File: config.mk
export PLATFORM = sky130hd
export DESIGN_NAME = mole_round_ctrl_flat
export DESIGN_NICKNAME = d
export VERILOG_FILES = /design/src/rtl/whack_pkg.sv /design/src/rtl/mole_round_ctrl_if.sv /design/src/rtl/mole_lfsr.sv /design/src/rtl/mole_round_ctrl.sv /design/src/flat_wrapper.sv
export SDC_FILE = /design/constraint.sdc
export NUM_CORES = 1
export LEC_CHECK = 0
export ABC_AREA = 1
export BUFFER_PORTS_ARGS = -buffer_cell sky130_fd_sc_hd__buf_2
export CAP_MARGIN = 20
export CORE_MARGIN = 8
export CORE_UTILIZATION = 60
export CTS_BUF_LIST = sky130_fd_sc_hd__clkbuf_2
export CTS_CLUSTER_DIAMETER = 200
export DETAILED_ROUTE_END_ITERATION = 10
export PLACE_DENSITY = 0.78
export REMOVE_ABC_BUFFERS = 1
export SKIP_LAST_GASP = 1
export SLEW_MARGIN = 10
export SYNTH_ARGS = -nofsm -noshare
export SYNTH_HDL_FRONTEND = slang
export SYNTH_SLANG_ARGS = --single-unit
export TNS_END_PERCENT = 10
File: constraint.sdc
create_clock -name clk -period 11 [get_ports clk]
set_clock_uncertainty 0.2 [all_clocks]
set_input_delay 2.2 -clock clk [delete_from_list [all_inputs] [get_ports clk]]
set_output_delay 2.2 -clock clk [all_outputs]
set_load 0.02 [all_outputs]
File: src/rtl/whack_pkg.sv
// -----------------------------------------------------------------------------
// whack_pkg
// Shared definitions for the whack-a-mole round controller:
//   - state_t     : round FSM states
//   - LFSR_SEED   : reset value of the mole position LFSR
//   - LFSR_TAPS   : feedback mask for taps 16,14,13,11 (bit n-1 for tap n)
//   - NUM_LEVELS  : number of difficulty levels (one per difficulty bit)
//   - SAT8_MAX    : saturation limit of the 8-bit score / miss counters
//   - decode_level, sat_add8, sat_dec8 : small helpers used by the FSM
// -----------------------------------------------------------------------------
package whack_pkg;

  typedef enum logic [2:0] {
    ST_IDLE,
    ST_ARM,
    ST_SHOW,
    ST_GAP,
    ST_OVER
  } state_t;

  localparam logic [15:0] LFSR_SEED  = 16'hACE1;
  localparam logic [15:0] LFSR_TAPS  = 16'hB400;
  localparam int unsigned NUM_LEVELS = 8;
  localparam logic [7:0]  SAT8_MAX   = 8'hFF;

  // One-hot difficulty byte to level 1..8; zero or multi-hot falls back to 1.
  function automatic logic [3:0] decode_level(input logic [7:0] onehot);
    logic [3:0]  lvl;
    int unsigned hot;
    lvl = 4'd1;
    hot = 0;
    for (int unsigned k = 0; k < NUM_LEVELS; k++) begin
      if (onehot[k]) begin
        hot = hot + 1;
        lvl = 4'(k + 1);
      end
    end
    return (hot == 1) ? lvl : 4'd1;
  endfunction

  function automatic logic [7:0] sat_add8(input logic [7:0] a, input logic [1:0] inc);
    logic [8:0] s;
    s = {1'b0, a} + {7'd0, inc};
    return s[8] ? SAT8_MAX : s[7:0];
  endfunction

  function automatic logic [7:0] sat_dec8(input logic [7:0] a);
    return (a == '0) ? '0 : a - 8'd1;
  endfunction

endpackage

File: src/rtl/mole_round_ctrl_if.sv
// -----------------------------------------------------------------------------
// mole_round_ctrl_if
// Player/board side signals of the round controller.
//   start_game  upstream "selection done" level
//   difficulty  one-hot level byte
//   whack       debounced player switches (asynchronous to clk)
//   mole_led    one-hot lit mole, 0 when dark
//   score       hit count (saturating)
//   miss_cnt    wrong whacks + escapes (saturating)
//   time_left   seconds remaining in the round
//   level       decoded level 1..8, 0 before a round starts
//   game_over   sticky end-of-round flag
// modport master : the driver of the game inputs (selection logic / board)
// modport slave  : the round controller
// -----------------------------------------------------------------------------
interface mole_round_ctrl_if;
  logic       start_game;
  logic [7:0] difficulty;
  logic [7:0] whack;
  logic [7:0] mole_led;
  logic [7:0] score;
  logic [7:0] miss_cnt;
  logic [6:0] time_left;
  logic [3:0] level;
  logic       game_over;

  modport master (
    output start_game, difficulty, whack,
    input  mole_led, score, miss_cnt, time_left, level, game_over
  );

  modport slave (
    input  start_game, difficulty, whack,
    output mole_led, score, miss_cnt, time_left, level, game_over
  );
endinterface

File: src/rtl/mole_lfsr.sv
// -----------------------------------------------------------------------------
// mole_lfsr
// Free-running 16-bit Fibonacci LFSR (taps 16,14,13,11), advancing every cycle
// from reset; seeded with LFSR_SEED.
//   clk     system clock
//   rst     asynchronous, active-high reset
//   lfsr_o  current LFSR state
// -----------------------------------------------------------------------------
module mole_lfsr
  import whack_pkg::*;
(
  input  logic        clk,
  input  logic        rst,
  output logic [15:0] lfsr_o
);

  logic [15:0] lfsr_q;
  logic [15:0] lfsr_d;

  always_comb begin
    lfsr_d = {lfsr_q[14:0], ^(lfsr_q & LFSR_TAPS)};
  end

  always_ff @(posedge clk or posedge rst) begin
    if (rst) begin
      lfsr_q <= LFSR_SEED;
    end else begin
      lfsr_q <= lfsr_d;
    end
  end

  assign lfsr_o = lfsr_q;

endmodule

File: src/rtl/mole_round_ctrl.sv
// -----------------------------------------------------------------------------
// mole_round_ctrl
// Runs one timed whack-a-mole round: one mole lit at a time at an LFSR-chosen
// position, mole lifetime shrinking with level, hits/wrong whacks/escapes
// scored, sticky game_over when the round timer runs out (cleared only by rst).
// Ports:
//   clk  system clock
//   rst  asynchronous, active-high reset
//   bus  mole_round_ctrl_if.slave (start_game, difficulty, whack in;
//        mole_led, score, miss_cnt, time_left, level, game_over out)
// Parameters: CLK_HZ (cycles per 1 s tick), GAME_SEC, MOLE_T_L1,
//   MOLE_T_STEP, GAP_TICKS.
// Build option: define MISS_PENALTY_EN to make every wrong-whack cycle also
//   decrement score (saturating at 0); escapes never touch score.
// -----------------------------------------------------------------------------
module mole_round_ctrl
  import whack_pkg::*;
#(
  parameter int unsigned CLK_HZ      = 100_000_000,
  parameter int unsigned GAME_SEC    = 60,
  parameter int unsigned MOLE_T_L1   = 100_000_000,
  parameter int unsigned MOLE_T_STEP = 10_000_000,
  parameter int unsigned GAP_TICKS   = 20_000_000
) (
  input  logic             clk,
  input  logic             rst,
  mole_round_ctrl_if.slave bus
);

  localparam logic [26:0] PRESC_LAST = 27'(CLK_HZ - 1);
  localparam logic [26:0] GAP_LAST   = 27'(GAP_TICKS - 1);
  localparam logic [26:0] LIFE_L1    = 27'(MOLE_T_L1);
  localparam logic [26:0] LIFE_STEP  = 27'(MOLE_T_STEP);
  localparam logic [6:0]  ROUND_SEC  = 7'(GAME_SEC);

  state_t      state_q, state_d;
  logic [3:0]  level_q, level_d;
  logic [26:0] limit_q, limit_d;
  logic [26:0] life_q,  life_d;
  logic [26:0] gap_q,   gap_d;
  logic [26:0] presc_q, presc_d;
  logic [6:0]  time_q,  time_d;
  logic [7:0]  score_q, score_d;
  logic [7:0]  miss_q,  miss_d;
  logic [2:0]  pos_q,   pos_d;

  logic        start_q;
  logic [7:0]  wsync1_q, wsync2_q, wprev_q, wedge_q;

  logic [15:0] lfsr;
  logic [12:0] lfsr_unused;
  logic [2:0]  next_pos;
  logic [7:0]  lit;
  logic        start_rise;
  logic        hit;
  logic        wrong;
  logic        escape;

  mole_lfsr u_lfsr (
    .clk    (clk),
    .rst    (rst),
    .lfsr_o (lfsr)
  );

  assign lfsr_unused = lfsr[15:3];

  // Never relight the same hole twice in a row.
  assign next_pos   = (lfsr[2:0] == pos_q) ? pos_q + 3'd1 : lfsr[2:0];
  assign lit        = (state_q == ST_SHOW) ? (8'd1 << pos_q) : '0;
  assign start_rise = bus.start_game & ~start_q;
  assign hit        = |(wedge_q & lit);
  assign wrong      = |(wedge_q & ~lit);
  assign escape     = (life_q == limit_q - 27'd1);

  always_comb begin
    state_d = state_q;
    level_d = level_q;
    limit_d = limit_q;
    life_d  = life_q;
    gap_d   = gap_q;
    presc_d = presc_q;
    time_d  = time_q;
    score_d = score_q;
    miss_d  = miss_q;
    pos_d   = pos_q;

    // Round timer; stops once it reaches zero.
    if ((state_q inside {ST_ARM, ST_SHOW, ST_GAP}) && (time_q != '0)) begin
      if (presc_q == PRESC_LAST) begin
        presc_d = '0;
        time_d  = time_q - 7'd1;
      end else begin
        presc_d = presc_q + 27'd1;
      end
    end

    unique case (state_q)
      ST_IDLE: begin
        if (start_rise) begin
          state_d = ST_ARM;
          level_d = decode_level(bus.difficulty);
          time_d  = ROUND_SEC;
          score_d = '0;
          miss_d  = '0;
          presc_d = '0;
        end
      end

      ST_ARM: begin
        state_d = ST_SHOW;
        limit_d = LIFE_L1 - (27'(level_q) - 27'd1) * LIFE_STEP;
        life_d  = '0;
        pos_d   = next_pos;
      end

      // Timer expiry wins over anything else this cycle: the hit/escape is
      // simply not counted.
      ST_SHOW: begin
        if (time_q == '0) begin
          state_d = ST_OVER;
        end else if (hit) begin
          score_d = sat_add8(score_q, 2'd1);
          state_d = ST_GAP;
          gap_d   = '0;
        end else begin
          miss_d = sat_add8(miss_q, {1'b0, wrong} + {1'b0, escape});
`ifdef MISS_PENALTY_EN
          if (wrong) begin
            score_d = sat_dec8(score_q);
          end
`else
`endif
          if (escape) begin
            state_d = ST_GAP;
            gap_d   = '0;
          end else begin
            life_d = life_q + 27'd1;
          end
        end
      end

      ST_GAP: begin
        if (time_q == '0) begin
          state_d = ST_OVER;
        end else if (gap_q == GAP_LAST) begin
          state_d = ST_SHOW;
          life_d  = '0;
          pos_d   = next_pos;
        end else begin
          gap_d = gap_q + 27'd1;
        end
      end

      ST_OVER: begin
        state_d = ST_OVER;
      end

      default: begin
        state_d = ST_IDLE;
      end
    endcase
  end

  always_ff @(posedge clk or posedge rst) begin
    if (rst) begin
      state_q  <= ST_IDLE;
      level_q  <= '0;
      limit_q  <= '0;
      life_q   <= '0;
      gap_q    <= '0;
      presc_q  <= '0;
      time_q   <= '0;
      score_q  <= '0;
      miss_q   <= '0;
      pos_q    <= '0;
      // Starts high so a start_game already high at reset release is no edge.
      start_q  <= 1'b1;
      wsync1_q <= '0;
      wsync2_q <= '0;
      wprev_q  <= '0;
      wedge_q  <= '0;
    end else begin
      state_q  <= state_d;
      level_q  <= level_d;
      limit_q  <= limit_d;
      life_q   <= life_d;
      gap_q    <= gap_d;
      presc_q  <= presc_d;
      time_q   <= time_d;
      score_q  <= score_d;
      miss_q   <= miss_d;
      pos_q    <= pos_d;
      start_q  <= bus.start_game;
      wsync1_q <= bus.whack;
      wsync2_q <= wsync1_q;
      wprev_q  <= wsync2_q;
      wedge_q  <= wsync2_q & ~wprev_q;
    end
  end

  assign bus.mole_led  = lit;
  assign bus.score     = score_q;
  assign bus.miss_cnt  = miss_q;
  assign bus.time_left = time_q;
  assign bus.level     = level_q;
  assign bus.game_over = (state_q == ST_OVER);

endmodule

File: src/flat_wrapper.sv
// flat-port wrapper written by rule: the top's interface ports become plain ports
module mole_round_ctrl_flat import whack_pkg::*;
#(
  parameter int unsigned CLK_HZ      = 100_000_000,
  parameter int unsigned GAME_SEC    = 60,
  parameter int unsigned MOLE_T_L1   = 100_000_000,
  parameter int unsigned MOLE_T_STEP = 10_000_000,
  parameter int unsigned GAP_TICKS   = 20_000_000
)
  (clk, rst, bus_start_game, bus_difficulty, bus_whack, bus_mole_led, bus_score, bus_miss_cnt, bus_time_left, bus_level, bus_game_over);
  mole_round_ctrl_if bus_i ();
  input  logic clk;
  input  logic rst;
  input wire logic [$bits(bus_i.start_game)-1:0] bus_start_game;
  input wire logic [$bits(bus_i.difficulty)-1:0] bus_difficulty;
  input wire logic [$bits(bus_i.whack)-1:0] bus_whack;
  output wire logic [$bits(bus_i.mole_led)-1:0] bus_mole_led;
  output wire logic [$bits(bus_i.score)-1:0] bus_score;
  output wire logic [$bits(bus_i.miss_cnt)-1:0] bus_miss_cnt;
  output wire logic [$bits(bus_i.time_left)-1:0] bus_time_left;
  output wire logic [$bits(bus_i.level)-1:0] bus_level;
  output wire logic [$bits(bus_i.game_over)-1:0] bus_game_over;
  assign bus_i.start_game = bus_start_game;
  assign bus_i.difficulty = bus_difficulty;
  assign bus_i.whack = bus_whack;
  assign bus_mole_led = bus_i.mole_led;
  assign bus_score = bus_i.score;
  assign bus_miss_cnt = bus_i.miss_cnt;
  assign bus_time_left = bus_i.time_left;
  assign bus_level = bus_i.level;
  assign bus_game_over = bus_i.game_over;
  mole_round_ctrl #(.CLK_HZ(CLK_HZ), .GAME_SEC(GAME_SEC), .MOLE_T_L1(MOLE_T_L1), .MOLE_T_STEP(MOLE_T_STEP), .GAP_TICKS(GAP_TICKS)) u_core (.clk(clk), .rst(rst), .bus(bus_i));
endmodule
==> impl_metrics.csv, run 1 <==
group,metric,value,unit
clocking,clkTransAtPathRegs,0.35,ns
route,firstDrtPassIters,9,
grt,use_met3,0.0362,
clocking,htreeDepth,4,
critical_path,slowest_stage,"fa_1",
timing,final-hold-violation-count,0,
timing,worst_slack,4.98,ns
final_layout,mostFrequentLayoutCell,"nand2_1",
pwr,ir_drop,0.0709,mV
synthesis,synth_edf_count,0,
clocking,clock_sinks,183,
floorplanning,fp.dieW,167,µm
critical_path,cpLargestDelayFamily,"adder cells",
grt,grt_first_pass_wirelength,53800,µm
critical_path,crit_start,"u_core.bus.level[0]",
timing,grt_setup_unrepaired,"no",
grt,grt_use_met2,0.374,
clocking,insertion_delay,0.79,ns
timing,fmax,166,MHz
route,drtAntennaViolNets,0,
final_layout,drive_gt1_frac,0.0789,
critical_path,timing.reg2reg.setup_slack,4.98,ns
floorplanning,rows,55,
critical_path,critPathRequiredTime,11.49,ns
critical_path,crit_path_end_kind,"flop",
grt,grt_max_degree,117,
grt,met1_usage,0.306,
timing,slew_violations,0,
critical_path,arrival,6.51,ns
floorplanning,dieArea,27800,µm²
critical_path,cp.depth,29,
synthesis,synth_cells,1891,
synthesis,yosys.area.top_type,"dfrtp_1",
timing,relSlewSlack,0.410,
floorplanning,die_y,167,µm
synthesis,ys_seq_area_frac,0.337,
pwr,power_density,96.3,nW/µm²
synthesis,yosys_register_bits,183,
clocking,numCtsBuffers,17,
timing,period_needed,6.02,ns
synthesis,syn_area,13600,µm²
timing,tightest_slew,0.879,ns
min_path,hp-class,"flop to flop",
final_layout,multi_input_area,7850,µm²
synthesis,ys.flop_type,"dfrtp_1",
final_layout,mostFrequentLayoutCells,"nand2_1, inv_1, nor2_1",
route,wl,31500,µm
clocking,cts_max_path_buffers,2,
clocking,ctsHoldBuffers,0,
final_layout,nets,2055,
min_path,holdPathStages,0,
placed_design,placed_cell_area,14100,µm²
timing,tns,0,ns
critical_path,rr_endpoint,"u_core.limit_q[26]",
placed_design,numPortBuffers,54,
synthesis,synthTopCellsByArea,"dfrtp_1, nand2_1, ha_1",
timing,fin_crit_sh,0.547,
critical_path,crit_buf_inv,4,
floorplanning,io_pins,55,
route,via_per_inst,5.46,
critical_path,crit_fanout,20,
route,vias,12200,
job,drv_cap,0,
grt,top_usage_layer,"met2",
pwr,p_leak,0.00708,µW
clocking,ctsResizeCount,0,
final_layout,final_area,14400,µm²
floorplanning,start_util,0.606,
grt,grt_remaining_overflow,0,
synthesis,synth-async-reset-ratio,1.00,
synthesis,ys_warn_count,0,
final_layout,area_growth,5.90,%
grt,grt_pass1_vias,11400,
floorplanning,core-area,22400,µm²
critical_path,critPathLaunchType,"flop",
final_layout,final-seq-area,4590,µm²
critical_path,r2r_cells,29,
placed_design,dp_slack,4.76,ns
placed_design,hpwl,24300,µm
synthesis,syn_avg_cell_area,7.19,µm²
clocking,cts_tree,"done",
final_layout,fillCellCount,1970,
grt,grt_use_total,0.227,
critical_path,worst_path_most_repeated_cell,"nand2_1",
critical_path,rr_startpoint,"u_core.bus.level[0]",
critical_path,critical_path_class,"flop to flop",
timing,setup_viol,0,
synthesis,ys_types,53,
timing,holdWs,0.149,ns
synthesis,synth_top_area_share,0.320,
clocking,clockRootBuffer,"clkbuf_2",
route,drt_iter0_markers,1078,
clocking,cts_setup_buffers,0,
route,wl_per_cell,14.1,µm
critical_path,endpoint,"u_core.limit_q[26]",
pwr,finalPower,1390,µW
route,drc,1,
placed_design,gp_congestion,0.962,
critical_path,slowest_delay,0.54,ns
grt,antenna_found_initial,1,
run_status,run_status,"finished, violations left",
run_status,violations,"design-rule violations",
routing by layer:
| layer | vias to the layer above | routed length, µm | part of all wire |
|---|---|---|---|
| li1 | 6178 | - | - |
| met1 | 5647 | 14800 | 0.47 |
| met2 | 350 | 14600 | 0.46 |
| met3 | 40 | 1650 | 0.052 |
| met4 | 0 | 482 | 0.015 |
| met5 | - | 0 | 0 |
registers in the layout, indices dropped and copies added, names as in the netlist:
signal and count:
u_core.start_q 1, u_core.wsync2_q 8, u_core.pos_q 3, u_core.wedge_q 8, u_core.state_q 3, u_core.bus.miss_cnt 8, u_core.presc_q 27, u_core.wsync1_q 8
u_core.wprev_q 8, u_core.limit_q 20, u_core.bus.level 4, u_core.u_lfsr.lfsr_o 16, u_core.bus.time_left 7, u_core.bus.score 8, u_core.life_q 27, u_core.gap_q 27
report_power, final:
group          switching, µW  internal (µW)  total [µW]
Clock                    292           90.5         382
Combinational            194           78.1         272
Sequential              31.3            702         733
synthesized netlist by cell type (9+ instances only):
cell	instances
a21oi_1	46
clkbuf_1	19
dfrtp_1	174
dfstp_2	9
fa_1	19
ha_1	79
inv_1	259
nand2_1	476
nand2_2	9
nand3_1	158
nand4_1	53
nor2_1	242
nor2_2	12
nor3_1	40
nor4_1	21
o21ai_0	62
o22ai_1	13
xnor2_1	45
xor2_1	65
worst register-to-register path: cells and delay by family, from the launching register on:
kind	cells	cell delay [ns]
fa+ha+maj	8	2.80
simple gates	17	1.77
flops	1	0.52
buf+inv	4	0.69
stage by stage:
step           utilization  cells
2_1_floorplan            -   1859
3_3_place_gp         0.629   2204
3_5_place_dp         0.629   2204
4_1_cts              0.642   2236
5_1_grt              0.642   2237
6_report             0.642   2237
logic make-up (layout without fill, tap and decap cells):
kind of cell             Yosys count  count (layout)  share of synthesized area
multiplexers                       2               2                    0.00156
other                              0               1                          0
adder cells (fa/ha/maj)           98              98                      0.101
flip-flops                       183             183                      0.337
AND/OR/NAND/NOR                 1044            1044                      0.338
AO/OA/AOI/OAI                    157             157                     0.0662
XOR/XNOR                         110             110                     0.0708
buffers and inverters            297             357                     0.0855
worst min-delay path by stage:
| stage | endpoint | slack, ns | startpoint |
|---|---|---|---|
| 2_1_floorplan | u_core.u_lfsr.lfsr_o[4] | 0.13 | u_core.u_lfsr.lfsr_o[3] |
| 3_3_place_gp | u_core.wsync2_q[6] | 0.13 | u_core.wsync1_q[6] |
| 3_5_place_dp | u_core.u_lfsr.lfsr_o[9] | 0.14 | u_core.u_lfsr.lfsr_o[8] |
| 4_1_cts | u_core.u_lfsr.lfsr_o[7] | 0.15 | u_core.u_lfsr.lfsr_o[6] |
| 5_1_grt | u_core.u_lfsr.lfsr_o[7] | 0.15 | u_core.u_lfsr.lfsr_o[6] |
| 6_report | u_core.u_lfsr.lfsr_o[7] | 0.15 | u_core.u_lfsr.lfsr_o[6] |
final cells by class:
class | count | area share
diodes | 1 | 0.000174
clock buffers | 17 | 0.00591
multi-input cells | 1411 | 0.545
clock inverters | 15 | 0.0142
well taps | 285 | 0.0248
flip-flops and latches | 183 | 0.319
repair buffers | 60 | 0.0219
inverters | 265 | 0.0696
No activity file was read; power rests on OpenSTA's default activity.
==> run 2: changes to the inputs <==
--- a/config.mk
+++ b/config.mk
@@ -9,11 +9,11 @@
 export BUFFER_PORTS_ARGS = -buffer_cell sky130_fd_sc_hd__buf_2
 export CAP_MARGIN = 20
 export CORE_MARGIN = 8
-export CORE_UTILIZATION = 60
+export CORE_UTILIZATION = 59
 export CTS_BUF_LIST = sky130_fd_sc_hd__clkbuf_2
 export CTS_CLUSTER_DIAMETER = 200
 export DETAILED_ROUTE_END_ITERATION = 10
-export PLACE_DENSITY = 0.78
+export PLACE_DENSITY = 0.8
 export REMOVE_ABC_BUFFERS = 1
 export SKIP_LAST_GASP = 1
 export SLEW_MARGIN = 10
==> constraint.sdc (replaced) <==
create_clock -name clk -period 5.31 [get_ports clk]
set_clock_uncertainty 0.2 [all_clocks]
set_input_delay 1.062 -clock clk [delete_from_list [all_inputs] [get_ports clk]]
set_output_delay 1.062 -clock clk [all_outputs]
set_load 0.02 [all_outputs]
==> run 2 against run 1 <==
  * The flow now finishes without violations
  * Sequential share of layout area down 0.71 points
  * Via count is 2.1% higher
  * Cell area increased by 2.3%
  * Hold slack better by 0.012 ns
  * Register-to-register slack got worse by 4.8 ns
  * Largest power group unchanged
  * Highest routed layer unchanged
==> impl_metrics.csv, run 2 (synthesized netlist as in run 1, its figures left out) <==
group,metric,value,unit
run_status,run_status,"complete, no violations",
critical_path,crit_buf_inv,5,
grt,grt_pass1_vias,11900,
timing,period_needed,5.15,ns
floorplanning,dieArea,28200,µm²
placed_design,gp_congestion,0.928,
timing,fin_crit_sh,0.969,
critical_path,r2r_cells,29,
route,vias,12500,
route,drtAntennaViolNets,0,
final_layout,drive_gt1_frac,0.102,
final_layout,final_util,0.651,
final_layout,fillCellCount,1951,
grt,grt_first_pass_wirelength,55600,µm
timing,setup_viol,0,
timing,tightest_slew,0.786,ns
floorplanning,core-area,22600,µm²
route,drt_iter0_markers,1147,
final_layout,mostFrequentLayoutCell,"nand2_1",
critical_path,critical_path_class,"flop to flop",
route,wl,32800,µm
route,via_per_inst,5.52,
grt,antenna_found_initial,1,
pwr,p_leak,0.00722,µW
critical_path,crit_path_end_kind,"flop",
critical_path,slowest_delay,0.52,ns
timing,fmax,194,MHz
final_layout,nets,2076,
critical_path,endpoint,"u_core.limit_q[26]",
critical_path,cp.depth,29,
critical_path,crit_fanout,5,
timing,grt_setup_unrepaired,"yes",
timing,final-hold-violation-count,0,
placed_design,hpwl,25000,µm
critical_path,critPathRequiredTime,5.78,ns
timing,tns,0,ns
clocking,numCtsBuffers,17,
critical_path,rr_endpoint,"u_core.limit_q[26]",
route,wl_per_cell,14.5,µm
clocking,cts_max_path_buffers,2,
clocking,cts_tree,"done",
floorplanning,die_y,168,µm
min_path,hp-start,"bus_whack[7]",
route,drc,0,
critical_path,arrival,5.62,ns
critical_path,critPathLaunchType,"flop",
clocking,clkTransAtPathRegs,0.34,ns
pwr,power_density,195,nW/µm²
final_layout,area_growth,8.29,%
placed_design,numPortBuffers,54,
clocking,htreeDepth,4,
critical_path,cpLargestDelayFamily,"adder cells",
critical_path,worst_path_most_repeated_cell,"nand2_1",
grt,grt_max_degree,155,
floorplanning,start_util,0.601,
min_path,hp-class,"primary input to flop",
floorplanning,fp.dieW,168,µm
pwr,ir_drop,0.158,mV
timing,relSlewSlack,0.473,
grt,grt_remaining_overflow,0,
job,drv_cap,0,
clocking,clockRootBuffer,"clkbuf_2",
critical_path,crit_start,"u_core.bus.level[0]",
floorplanning,rows,55,
floorplanning,io_pins,55,
timing,slew_violations,0,
route,firstDrtPassIters,5,
grt,grt_use_total,0.231,
clocking,insertion_delay,0.77,ns
critical_path,timing.reg2reg.setup_slack,0.16,ns
final_layout,mostFrequentLayoutCells,"nand2_1, inv_1, nor2_1",
critical_path,slowest_stage,"fa_1",
final_layout,reg_top3,"u_core.gap_q x27, u_core.life_q x27, u_core.presc_q x27",
critical_path,rr_startpoint,"u_core.bus.level[0]",
clocking,clock_sinks,183,
## run 2: cell types whose count changed in the layout (fill, tap and decap cells not counted), sizes merged
cell         change
buf             +20
clkinv           +2
inv              -2
dlygate4sd3      +1
## run 2: layout make-up
| cell class | instances | area, µm² | share of cell area |
|---|---|---|---|
| inverters | 265 | 1000 | 0.0680 |
| clock inverters | 15 | 210 | 0.0143 |
| diodes | 1 | 2.50 | 0.000170 |
| repair buffers | 81 | 499 | 0.0339 |
| clock buffers | 17 | 85.1 | 0.00577 |
| multi-input cells | 1411 | 7990 | 0.542 |
| well taps | 285 | 357 | 0.0242 |
| flip-flops and latches | 183 | 4590 | 0.312 |
## run 2: report_power, final
group	leakage, µW	switching [µW]	internal, µW
Sequential	0.00231	63.8	1450
Combinational	0.00474	406	164
Clock	0.000168	602	186
Total	0.00722	1070	1800
## run 2: worst min-delay path by stage
stage / endpoint / depth (start not counted)
after CTS: u_core.wsync1_q[7] / 1
final: u_core.wsync1_q[7] / 1
after global routing: u_core.wsync1_q[7] / 1
after global placement: u_core.wsync2_q[4] / 0
after detailed placement: u_core.wsync2_q[5] / 0
after floorplan: u_core.u_lfsr.lfsr_o[4] / 0
## run 2: per-stage QoR
stage	area [µm²]	power [µW]	cells	setup WS, ns	hold WS [ns]
after floorplan	13400	1930	1859	-0.909	0.131
after global placement	14200	2070	2217	0.145	0.135
after detailed placement	14200	2100	2217	-0.0226	0.135
after CTS	14500	2900	2249	0.0215	0.0908
after global routing	14700	3020	2258	-0.112	0.0888
final	14700	2880	2258	0.162	0.161
## run 2: routing by layer
metal | wire length, µm | vias to the layer above | global-route usage
met1 | 15200 | 5832 | 0.316
li1 | - | 6235 | -
met4 | 638 | 0 | 0.0703
met2 | 15400 | 353 | 0.380
met5 | 0 | - | 0
met3 | 1540 | 47 | 0.0278
## run 2: repair_timing
action	in CTS	in global routing
resized for setup	2	31
endpoints found under the hold margin	0	15
endpoints found under the setup margin	1	10
buffers inserted	0	6
pin swaps	0	5
hold buffers	0	1
